### src/rtl/exe_mem_stage_reg.sv
// EXE->MEM elastic stage register: valid/ready handshake, 2-entry skid buffer, flush, bubble-gated controls.
// Optional stall/bubble performance counters are enabled with `define EXE_MEM_PERF_CNT_EN.
module exe_mem_stage_reg #(
  parameter int DATA_W = 32,
  parameter int PC_W   = 32,
  parameter int REG_W  = 5,
  parameter int TAG_W  = 4
) (
  input  logic              clk,
  input  logic              rst,
  input  logic              flush,
  input  logic              in_valid,
  output logic              in_ready,
  input  logic              ewreg,
  input  logic              em2reg,
  input  logic              ewmem,
  input  logic              ebranch,
  input  logic              ezero,
  input  logic [DATA_W-1:0] aluout,
  input  logic [DATA_W-1:0] edata_b,
  input  logic [REG_W-1:0]  erdrt,
  input  logic [PC_W-1:0]   epc,
  input  logic [TAG_W-1:0]  EXE_ins_type,
  input  logic [TAG_W-1:0]  EXE_ins_number,
  output logic              out_valid,
  input  logic              out_ready,
  output logic              mwreg,
  output logic              mm2reg,
  output logic              mwmem,
  output logic              mbranch,
  output logic              mzero,
  output logic [DATA_W-1:0] maluout,
  output logic [DATA_W-1:0] mdata_b,
  output logic [REG_W-1:0]  mrdrt,
  output logic [PC_W-1:0]   mpc,
  output logic [TAG_W-1:0]  MEM_ins_type,
  output logic [TAG_W-1:0]  MEM_ins_number
`ifdef EXE_MEM_PERF_CNT_EN
  ,
  output logic [15:0]       stall_cnt,
  output logic [15:0]       bubble_cnt
`endif
);

  typedef struct packed {
    logic              wreg;
    logic              m2reg;
    logic              wmem;
    logic              branch;
    logic              zero;
    logic [DATA_W-1:0] alu;
    logic [DATA_W-1:0] data_b;
    logic [REG_W-1:0]  rdrt;
    logic [PC_W-1:0]   pc;
    logic [TAG_W-1:0]  itype;
    logic [TAG_W-1:0]  inum;
  } payload_t;

  payload_t r_main;
  payload_t r_skid;
  logic     r_main_v;
  logic     r_skid_v;
  payload_t w_in;
  logic     w_accept;
  logic     w_pop;

  always_comb begin
    w_in        = '0;
    w_in.wreg   = ewreg;
    w_in.m2reg  = em2reg;
    w_in.wmem   = ewmem;
    w_in.branch = ebranch;
    w_in.zero   = ezero;
    w_in.alu    = aluout;
    w_in.data_b = edata_b;
    w_in.rdrt   = erdrt;
    w_in.pc     = epc;
    w_in.itype  = EXE_ins_type;
    w_in.inum   = EXE_ins_number;
  end

  // in_ready comes straight from a flop, so out_ready never reaches it combinationally.
  assign in_ready = ~r_skid_v;
  assign w_accept = in_valid & ~r_skid_v;
  assign w_pop    = r_main_v & out_ready;

  always_ff @(posedge clk) begin
    if (rst) begin
      r_main   <= '0;
      r_skid   <= '0;
      r_main_v <= 1'b0;
      r_skid_v <= 1'b0;
    end else if (flush) begin
      r_main_v <= 1'b0;
      r_skid_v <= 1'b0;
    end else if (w_pop && r_skid_v) begin
      r_main   <= r_skid;
      r_skid_v <= 1'b0;
    end else if (w_accept && (!r_main_v || w_pop)) begin
      r_main   <= w_in;
      r_main_v <= 1'b1;
    end else if (w_accept) begin
      r_skid   <= w_in;
      r_skid_v <= 1'b1;
    end else if (w_pop) begin
      r_main_v <= 1'b0;
    end
  end

  // Side-effecting controls are masked so a bubble can never write or branch.
  assign out_valid      = r_main_v;
  assign mwreg          = r_main.wreg   & r_main_v;
  assign mm2reg         = r_main.m2reg  & r_main_v;
  assign mwmem          = r_main.wmem   & r_main_v;
  assign mbranch        = r_main.branch & r_main_v;
  assign mzero          = r_main.zero;
  assign maluout        = r_main.alu;
  assign mdata_b        = r_main.data_b;
  assign mrdrt          = r_main.rdrt;
  assign mpc            = r_main.pc;
  assign MEM_ins_type   = r_main.itype;
  assign MEM_ins_number = r_main.inum;

`ifdef EXE_MEM_PERF_CNT_EN
  logic [15:0] r_stall_cnt;
  logic [15:0] r_bubble_cnt;

  // Counters survive flush so squash events do not hide stall history.
  always_ff @(posedge clk) begin
    if (rst) begin
      r_stall_cnt  <= '0;
      r_bubble_cnt <= '0;
    end else begin
      if (r_main_v && !out_ready && r_stall_cnt != 16'hFFFF)
        r_stall_cnt <= r_stall_cnt + 16'd1;
      if (!r_main_v && r_bubble_cnt != 16'hFFFF)
        r_bubble_cnt <= r_bubble_cnt + 16'd1;
    end
  end

  assign stall_cnt  = r_stall_cnt;
  assign bubble_cnt = r_bubble_cnt;
`endif

endmodule

### config.mk
export PLATFORM = sky130hd
export DESIGN_NAME = exe_mem_stage_reg
export DESIGN_NICKNAME = d
export VERILOG_FILES = /design/src/rtl/exe_mem_stage_reg.sv
export SDC_FILE = /design/constraint.sdc
export NUM_CORES = 1
export LEC_CHECK = 0
export BUFFER_PORTS_ARGS = -buffer_cell sky130_fd_sc_hd__buf_2
export CELL_PAD_IN_SITES_DETAIL_PLACEMENT = 2
export CELL_PAD_IN_SITES_GLOBAL_PLACEMENT = 2
export CORE_MARGIN = 3
export CORE_UTILIZATION = 30
export DETAILED_ROUTE_END_ITERATION = 16
export PLACE_DENSITY = 0.8
export SYNTH_ARGS = -nofsm -noshare
export SYNTH_HDL_FRONTEND = slang
export SYNTH_SLANG_ARGS = --single-unit
### constraint.sdc
create_clock -name clk -period 2.1 [get_ports clk]
set_input_delay 0.42 -clock clk [delete_from_list [all_inputs] [get_ports clk]]
set_output_delay 0.42 -clock clk [all_outputs]
set_load 0.005 [all_outputs]
==> impl_metrics.json, run 1 <==
{
  "viasPerCell": 5.041,
  "syn2layout_area_growth_pct": 19.40,
  "multi_input_area_um2": 3862,
  "cp.arrival_ns": 2.32,
  "gp_congestion": 0.7362,
  "required_ns": 2.52,
  "crit_chain": "or2_1 -> a211oi_4 -> buf_12 -> buf_4 -> nor2_1 -> a311oi_1",
  "portBuffers": 234,
  "drt-total-wl_um": 32610,
  "slew_headroom_pct": 74.06,
  "grt_first_pass_wirelength_um": 50680,
  "grt_setup_unrepaired": "false",
  "r2r-end": "mdata_b[2]$_SDFFE_PP0P_",
  "clock_skew_ns": 0.01698,
  "wl_met2_um": 15820,
  "top_layer": "met5",
  "ctsResizeCount": 0,
  "hpwl_um": 21360,
  "ys_seq_area_share_pct": 47.63,
  "fin_crit_ns": 1.901,
  "timing.fmax_mhz": 526.1,
  "synth_ff_type": "dfxtp_1",
  "p_switching_mw": 2.480,
  "route.vias.total": 8918,
  "netSwitchingFraction_pct": 24.35,
  "synth_top_cell_by_area": "dfxtp_1",
  "synth_cell_type_count": 19,
  "p_leak_nw": 4.632,
  "final_core_util_pct": 36.49,
  "clock-sinks": 230,
  "cap_violations": 0,
  "status": "completed",
  "final-seq-area_um2": 4604,
  "dp.cells": 1721,
  "wl_per_cell_um": 18.44,
  "pwr-share-seq_pct": 45.6,
  "synthesis.nets": 1377,
  "die-area_um2": 34420,
  "fill_cells": 3663,
  "crit_slowest_cell": "dfxtp_1",
  "worstSetupPathType": "flop to flop",
  "cts_root_buf": "clkbuf_16",
  "crit_end": "mdata_b[2]$_SDFFE_PP0P_",
  "critPathTopFamily": "compound AO/OA/AOI/OAI gates",
  "cts_made_buffers": 27,
  "avgSynthCellArea_um2": 7.685,
  "yosysWarnings": 0,
  "netlist_instances": 1258,
  "wl_met1_um": 14470,
  "grt_overflow": 0,
  "route.met3.wl_um": 1743,
  "synth_top_area_share_pct": 47.63,
  "die_h_um": 185.5,
  "grt_use_total_pct": 18.06,
  "reg2reg_depth": 6,
  "ys_ff_latch": 230,
  "first_pass_iters": 4,
  "path_depth": 6,
  "clock_latency_ns": 0.54,
  "syn-cell-area_um2": 9668,
  "layout-drive-gt1-share_pct": 23.13,
  "tritoncts": "built",
  "finalSetupViolCount": 0,
  "drt_iter0_drc": 414,
  "maxSlewViolCount": 0,
  "grt_pass1_vias": 9776,
  "r2r_start": "r_skid_v$_SDFFE_PP0P_",
  "cp_max_fo": 20,
  "io_pins": 235,
  "ant_nets": 0,
  "ys_top_cells_by_area": "dfxtp_1 48%, nand2_1 18%, a311oi_1 10%",
  "clk_pin_slew_ns": 0.06,
  "rows": 65,
  "hold_path.class": "input port to flop",
  "start_util_pct": 30.56,
  "synthArstFlopShare_pct": 0,
  "end_kind": "flop",
  "crit_buf_inv": 2,
  "fin_crit_sh_pct": 90.52,
  "comb_power_share_pct": 9.1,
  "worst_slew_pin_slew_ns": 0.3882,
  "hp-start": "aluout[11]",
  "r2r_slack_ns": 0.20,
  "die_x_um": 185.5,
  "p_clk_share_pct": 45.3,
  "start_kind": "flop",
  "final_cells": 1769,
  "internal_power_mw": 7.706,
  "core_um2": 31640,
  "startpoint": "r_skid_v$_SDFFE_PP0P_",
  "hold_viol_final": 0,
  "fin_nets": 1469,
  "ir_drop_v": 0.0005404,
  "post-route-drc-count": 0,
  "finalSetupTns_ns": 0,
  "ctsHtreeMaxLevel": 1,
  "grt_max_degree": 73,
  "clock_path_buffers": 3,
  "antenna_found_initial": 3,
  "synth_enable_flop_cells": 0,
  "power_density_nw_per_um2": 882.5,
  "cpPeakStageDelay_ns": 0.37
}
-- worst min path at each step --
stage | end | slack (ns) | cells after the start
after global placement | r_skid[59]$_SDFFE_PP0P_ | 0.44 | 2
after CTS | r_skid[88]$_SDFFE_PP0P_ | 0.10 | 3
after detailed placement | r_skid[9]$_SDFFE_PP0P_ | 0.45 | 2
after floorplan | r_skid[0]$_SDFFE_PP0P_ | 0.44 | 2
after global routing | r_skid[81]$_SDFFE_PP0P_ | 0.11 | 3
final | r_skid[88]$_SDFFE_PP0P_ | 0.13 | 3
-- layout make-up --
| type | count | area share (%) |
|---|---|---|
| Antenna cell | 1 | 0.02168 |
| Sequential cell | 230 | 39.89 |
| Multi-Input combinational cell | 817 | 33.46 |
| Inverter | 1 | 0.03252 |
| Tap cell | 402 | 4.357 |
| Timing Repair Buffer | 273 | 14.84 |
| Clock inverter | 6 | 0.7262 |
| Clock buffer | 39 | 6.677 |
-- logic make-up (layout without fill, tap and decap cells) --
family	after synthesis	count (layout)	synth area share (%)
other	0	1	0
and+or+nand+nor	585	585	22.96
DFF	230	230	47.63
buffers and inverters	211	319	12.86
AOI/OAI and AO/OA	232	232	16.55
-- tightest hold or removal path: stages --
cell	delay (ns)
buf_2	0.10
nand2_1	0.05
a21oi_1	0.05
-- stage by stage --
| stage | area [um2] | setup slack (ns) | hold WS (ns) | total power, mW |
|---|---|---|---|---|
| after floorplan | 9668 | 0.5769 | 0.4366 | 5.329 |
| after global placement | 10650 | 0.1958 | 0.4403 | 5.608 |
| final | 11540 | 0.1991 | 0.1298 | 10.19 |
| after detailed placement | 10650 | 0.08331 | 0.4498 | 5.664 |
| after global routing | 11540 | 0.07937 | 0.1055 | 10.64 |
| after CTS | 11510 | 0.1158 | 0.1001 | 10.33 |
-- repair_timing --
item,CTS,global route
setup buffers,0,1
hold buffers,0,0
endpoints found under the setup margin,0,1
-- cell usage after synthesis (2+ instances only) --
| library cell | number |
|---|---|
| a311oi_1 | 114 |
| dfxtp_1 | 230 |
| nand3_1 | 2 |
| nor2_1 | 116 |
| clkbuf_1 | 68 |
| and2_1 | 4 |
| buf_2 | 31 |
| nand2_1 | 458 |
| buf_4 | 110 |
| a21oi_1 | 116 |
-- flip-flops by register name, indices dropped and copies added, names as in the netlist --
register and flops:
mrdrt 5, mpc 32, r_skid 114, mdata_b 32, r_main 4, MEM_ins_type 4, maluout 32, out_valid 1
MEM_ins_number 4, mzero 1, r_skid_v 1
-- layer usage --
layer | vias up | GRT usage [%]
li1 | 4249 | -
met2 | 216 | 32.39
met3 | 39 | 3.361
met4 | 4 | 3.872
met1 | 4410 | 22.62
met5 | - | 0
-- power groups by stage --
stage          Clock, mW  Combinational [mW]  Sequential, mW
6_report            4.62               0.922            4.65
5_1_grt             4.94                1.03            4.67
4_1_cts             4.76               0.927            4.65
3_5_place_dp           0               0.921            4.74
3_3_place_gp           0               0.871            4.74
2_1_floorplan          0               0.626            4.70
-- cell usage in the layout, fill, tap and decap left out --
| cell type | count |
|---|---|
| nor2_4 | 1 |
| a211oi_4 | 1 |
| and3_4 | 1 |
| buf_12 | 18 |
| clkbuf_1 | 7 |
| and2_1 | 4 |
| bufinv_16 | 2 |
| a2111oi_0 | 1 |
| nand2_1 | 458 |
| nor3_1 | 1 |
| buf_2 | 233 |
| clkinv_2 | 3 |
| clkbuf_16 | 28 |
| clkbuf_8 | 5 |
| dfxtp_1 | 230 |
| inv_1 | 1 |
| nor2b_1 | 1 |
| diode_2 | 1 |
| buf_6 | 1 |
| a311oi_1 | 114 |
| a21oi_1 | 116 |
| nor2_1 | 116 |
| nand3_4 | 2 |
| or2_1 | 1 |
| buf_4 | 20 |
| inv_6 | 1 |
Power figures use the tool's default switching activity.
==> run 2, diff against run 1 <==
--- a/config.mk
+++ b/config.mk
@@ -8,8 +8,9 @@
 export BUFFER_PORTS_ARGS = -buffer_cell sky130_fd_sc_hd__buf_2
 export CELL_PAD_IN_SITES_DETAIL_PLACEMENT = 2
 export CELL_PAD_IN_SITES_GLOBAL_PLACEMENT = 2
-export CORE_MARGIN = 3
+export CORE_MARGIN = 4
 export CORE_UTILIZATION = 30
+export CTS_CLUSTER_DIAMETER = 80
 export DETAILED_ROUTE_END_ITERATION = 16
 export PLACE_DENSITY = 0.8
 export SYNTH_ARGS = -nofsm -noshare
==> impl_metrics.json, run 2 (synthesized netlist as in run 1, its figures left out) <==
{
  "ant_nets": 0,
  "grt_first_pass_wirelength_um": 52100,
  "clock_path_buffers": 3,
  "syn2layout_area_growth_pct": 19.43,
  "tritoncts": "built",
  "hpwl_um": 20880,
  "holdPathEnd": "r_skid[19]$_SDFFE_PP0P_",
  "r2r_slack_ns": 0.14,
  "io_pins": 235,
  "hp-start": "epc[11]",
  "r2r-end": "maluout[2]$_SDFFE_PP0P_",
  "layout_commonest_cell": "nand2_1",
  "ctsHtreeMaxLevel": 1,
  "start_kind": "flop",
  "die-area_um2": 35160,
  "grt_setup_unrepaired": "false",
  "clock_latency_ns": 0.52,
  "fin_nets": 1461,
  "pre_cts_slack_ns": 0.06106,
  "cts_made_buffers": 27,
  "slew_headroom_pct": 70.94,
  "grt_use_total_pct": 17.71,
  "reg2reg_depth": 5,
  "pwr-share-seq_pct": 44.6,
  "antenna_found_initial": 2,
  "route.vias.total": 8892,
  "ir_drop_v": 0.0005773,
  "largest_register_ffs": 114,
  "required_ns": 2.46,
  "postCtsHoldBufs": 0,
  "fin_crit_sh_pct": 93.48,
  "clock-sinks": 230,
  "viasPerCell": 5.041,
  "drt-total-wl_um": 32890,
  "cp_max_fo": 46,
  "top_register": "r_skid",
  "total_power_mw": 10.41,
  "core_um2": 31640,
  "wl_per_cell_um": 18.65,
  "status": "completed",
  "gp_congestion": 0.7673,
  "rows": 65,
  "grt_pass1_vias": 9925,
  "worstSetupPathType": "flop to flop",
  "grt_max_degree": 93,
  "clk_pin_slew_ns": 0.06,
  "portBuffers": 234,
  "comb_power_share_pct": 8.8,
  "layout_common_cells": "457 x nand2_1, 233 x buf_2, 230 x dfxtp_1, 116 x nor2_1, 116 x a21oi_1",
  "holdPathStages": 3,
  "timing.fmax_mhz": 509.4,
  "fin_crit_ns": 1.963,
  "fin_ws_ns": 0.1370,
  "finalSetupViolCount": 0,
  "p_clk_share_pct": 46.6,
  "grt_overflow": 0,
  "post-route-drc-count": 0,
  "drt_iter0_drc": 320,
  "p_switching_mw": 2.513,
  "netSwitchingFraction_pct": 24.14,
  "start_util_pct": 30.56,
  "end_kind": "flop",
  "hold_path.class": "input port to flop",
  "hold_viol_final": 0,
  "power_density_nw_per_um2": 901.6,
  "first_pass_iters": 4,
  "cap_violations": 0,
  "dp.cells": 1711,
  "diodes": 0,
  "cp.arrival_ns": 2.33,
  "die_h_um": 187.5,
  "final_cells": 1764,
  "finalSetupTns_ns": 0,
  "internal_power_mw": 7.897,
  "maxSlewViolCount": 0,
  "layout-drive-gt1-share_pct": 23.27,
  "worst_slew_pin_slew_ns": 0.4359,
  "p_leak_nw": 4.632,
  "r2r_start": "r_skid_v$_SDFFE_PP0P_",
  "cts_root_buf": "clkbuf_16",
  "clock_skew_ns": 0.007063,
  "die_x_um": 187.5
}
## run 2: metal layers
metal | GRT usage, % | share of wire, % | vias to the layer above
met5 | 0 | 0.079 | -
met1 | 21.48 | 44 | 4415
met4 | 2.823 | 0.89 | 4
met3 | 4.226 | 6.1 | 30
met2 | 32.42 | 49 | 209
li1 | - | - | 4234
## run 2: how the worst max path moves through the flow
stage	endpoint	from	depth (start not counted)
6_report	maluout[2]$_SDFFE_PP0P_	r_skid_v$_SDFFE_PP0P_	5
5_1_grt	maluout[28]$_SDFFE_PP0P_	r_skid_v$_SDFFE_PP0P_	6
4_1_cts	mm2reg	out_valid$_SDFFE_PP0P_	3
3_5_place_dp	MEM_ins_number[2]$_SDFFE_PP0P_	out_ready	7
3_3_place_gp	maluout[25]$_SDFFE_PP0P_	out_ready	7
2_1_floorplan	r_skid[100]$_SDFFE_PP0P_	out_valid$_SDFFE_PP0P_	7
## run 2: timing repair
| item | CTS | global route |
|---|---|---|
| hold endpoints to repair | 0 | 0 |
| setup endpoints to repair | 0 | 2 |
| buffers inserted | 0 | 2 |
| resized for setup | 0 | 2 |
## run 2: stage by stage
step / cell area, um2 / utilization (%) / hold slack, ns
after global placement: 10570 / 33.40 / 0.4415
after floorplan: 9668 / - / 0.4366
after CTS: 11490 / 36.31 / 0.1143
final: 11550 / 36.50 / 0.1468
after detailed placement: 10570 / 33.40 / 0.4501
after global routing: 11550 / 36.50 / 0.1216
## run 2: worst max-delay path: stages, from the launching register on
cell      delay [ns]
dfxtp_1         0.38
or2_1           0.29
a211oi_4        0.37
buf_4           0.21
buf_6           0.37
a311oi_1        0.17
## run 2: power by group through the flow
stage	Combinational [mW]	Clock (mW)	Sequential, mW
floorplan	0.626	0	4.70
global placement	0.859	0	4.74
detailed placement	0.902	0	4.74
CTS	0.908	5.01	4.65
global route	1.02	5.23	4.67
finish	0.915	4.85	4.65
## run 2: cell type report
type / instances / area, um2
Inverter: 1 / 3.754
Timing Repair Buffer: 265 / 1649
Sequential cell: 230 / 4604
Tap cell: 402 / 503.0
Fill cell: 3705 / 20090
Clock inverter: 12 / 137.6
Multi-Input combinational cell: 817 / 3865
Clock buffer: 37 / 783.3
==> run 3, diff against run 2 <==
--- a/config.mk
+++ b/config.mk
@@ -13,6 +13,7 @@
 export CTS_CLUSTER_DIAMETER = 80
 export DETAILED_ROUTE_END_ITERATION = 16
 export PLACE_DENSITY = 0.8
+export SKIP_CTS_REPAIR_TIMING = 1
 export SYNTH_ARGS = -nofsm -noshare
 export SYNTH_HDL_FRONTEND = slang
 export SYNTH_SLANG_ARGS = --single-unit
==> constraint.sdc (replaced) <==
create_clock -name clk -period 2.2 [get_ports clk]
set_input_delay 0.22 -clock clk [delete_from_list [all_inputs] [get_ports clk]]
set_output_delay 0.22 -clock clk [all_outputs]
set_load 0.005 [all_outputs]
==> impl_metrics.json, run 3 (synthesized netlist as in run 1, its figures left out) <==
{
  "finalSetupViolCount": 0,
  "r2r-end": "mpc[23]$_SDFFE_PP0P_",
  "final_core_util_pct": 39.98,
  "drt_iter0_drc": 363,
  "required_ns": 2.60,
  "layout-drive-gt1-share_pct": 21.15,
  "core_um2": 31640,
  "drt-total-wl_um": 37610,
  "largest_register_ffs": 114,
  "clock_latency_ns": 0.54,
  "r2r_start": "r_skid_v$_SDFFE_PP0P_",
  "crit_chain": "or2_1 -> a211oi_4 -> clkbuf_16 -> buf_4 -> nor2_1 -> a311oi_1",
  "cts_made_buffers": 28,
  "clock_skew_ns": 0.01611,
  "grt_first_pass_wirelength_um": 51980,
  "power_density_nw_per_um2": 796.0,
  "die-area_um2": 35160,
  "grt_overflow": 0,
  "layout_common_cells": "458 x nand2_1, 233 x buf_2, 230 x dfxtp_1",
  "start_kind": "flop",
  "tritoncts": "built",
  "wl_per_cell_um": 19.96,
  "layout_commonest_cell": "nand2_1",
  "finalSetupTns_ns": 0,
  "clock_path_buffers": 3,
  "cp.arrival_ns": 2.37,
  "die_h_um": 187.5,
  "viasPerCell": 5.058,
  "clk_pin_slew_ns": 0.06,
  "grt_use_total_pct": 17.58,
  "hpwl_um": 20490,
  "crit_slowest_cell": "dfxtp_1",
  "cap_violations": 0,
  "route.vias.total": 9529,
  "ant_nets": 0,
  "post-route-drc-count": 0,
  "p_leak_nw": 5.078,
  "holdPathEnd": "r_skid_v$_SDFFE_PP0P_",
  "grt_setup_unrepaired": "false",
  "status": "completed",
  "portBuffers": 234,
  "end_kind": "flop",
  "multi_input_area_um2": 3862,
  "cpPeakStageDelay_ns": 0.37,
  "fill_cells": 3540,
  "grt_pass1_vias": 9737,
  "ir_drop_v": 0.0004937,
  "ctsHtreeMaxLevel": 1,
  "grt_max_degree": 72,
  "hold_path.class": "input port to flop",
  "first_pass_iters": 4,
  "syn2layout_area_growth_pct": 30.81,
  "worst_slew_pin_slew_ns": 0.5577,
  "clock-sinks": 230,
  "slew_headroom_pct": 62.82,
  "gp_congestion": 0.7377,
  "fin_nets": 1578,
  "cts_root_buf": "clkbuf_16",
  "io_pins": 235,
  "timing.fmax_mhz": 507.6,
  "r2r_slack_ns": 0.23,
  "fin_crit_ns": 1.970,
  "hold_viol_final": 0,
  "antenna_found_initial": 3,
  "start_util_pct": 30.56,
  "fin_crit_sh_pct": 89.55,
  "worstSetupPathType": "flop to flop",
  "die_x_um": 187.5,
  "top_register": "r_skid",
  "final-seq-area_um2": 4604,
  "cp_max_fo": 15,
  "reg2reg_depth": 6,
  "holdPathStages": 3,
  "hp-start": "in_valid",
  "maxSlewViolCount": 0,
  "rows": 65
}
==> run 3: cell count changes in the layout (fill, tap and decap cells not counted), sizes merged <==
cell / delta
dlygate4sd3: +116
clkbuf: +8
bufinv: -3
clkinvlp: +1
diode: +2
buf: +1
clkinv: -5
==> run 3: worst max-delay path: cells and delay by family, from the launching register on <==
| kind | cells | cell delay [ns] |
|---|---|---|
| compound gates | 2 | 0.63 |
| buf+inv | 2 | 0.48 |
| flops | 1 | 0.37 |
| simple gates | 2 | 0.34 |
==> run 3: report_power, final <==
| part | total, mW | leakage [nW] | internal (mW) | switching, mW |
|---|---|---|---|---|
| sequential | 4.44 | 1.87 | 4.34 | 0.105 |
| clock | 4.56 | 0.444 | 2.71 | 1.86 |
| combinational | 1.06 | 2.76 | 0.504 | 0.559 |
| total | 10.1 | 5.08 | 7.55 | 2.52 |
==> run 3: through the flow <==
stage               hold WS, ns  setup slack, ns  instances  total power, mW  cell area [um2]
finish                  0.03784           0.2298       1884            10.07            12650
global route            0.06181           0.1504       1884            10.49            12650
CTS                    -0.09316          0.08969       1763            9.974            11450
detailed placement       0.4489           0.1213       1712            5.380            10540
global placement         0.4410           0.3077       1712            5.338            10540
floorplan                0.2993           0.6769       1258            5.087             9668
==> run 3: area by class of cell <==
class,count,area share [%]
Sequential cell,230,36.41
Clock inverter,5,0.2374
Inverter,1,0.02968
Tap cell,402,3.977
Timing Repair Buffer,381,21.81
Clock buffer,46,6.955
Multi-Input combinational cell,817,30.54
Antenna cell,2,0.03957
==> run 3: worst max path at each step <==
stage / start / cells past startpoint / slack (ns) / to
6_report: r_skid_v$_SDFFE_PP0P_ / 6 / 0.23 / mpc[23]$_SDFFE_PP0P_
2_1_floorplan: out_valid$_SDFFE_PP0P_ / 7 / 0.68 / r_skid[100]$_SDFFE_PP0P_
3_3_place_gp: r_skid_v$_SDFFE_PP0P_ / 6 / 0.31 / MEM_ins_number[3]$_SDFFE_PP0P_
3_5_place_dp: r_skid_v$_SDFFE_PP0P_ / 6 / 0.12 / mpc[23]$_SDFFE_PP0P_
4_1_cts: r_skid_v$_SDFFE_PP0P_ / 6 / 0.09 / mpc[23]$_SDFFE_PP0P_
5_1_grt: r_skid_v$_SDFFE_PP0P_ / 6 / 0.15 / MEM_ins_number[1]$_SDFFE_PP0P_
==> run 3: routing by layer <==
layer / share of wire [%] / track usage [%] / vias up
met4: 2.1 / 3.670 / 2
met3: 5.0 / 4.412 / 57
met1: 43 / 22.02 / 4738
met2: 50 / 30.72 / 237
li1: - / - / 4495
met5: 0.032 / 0 / -
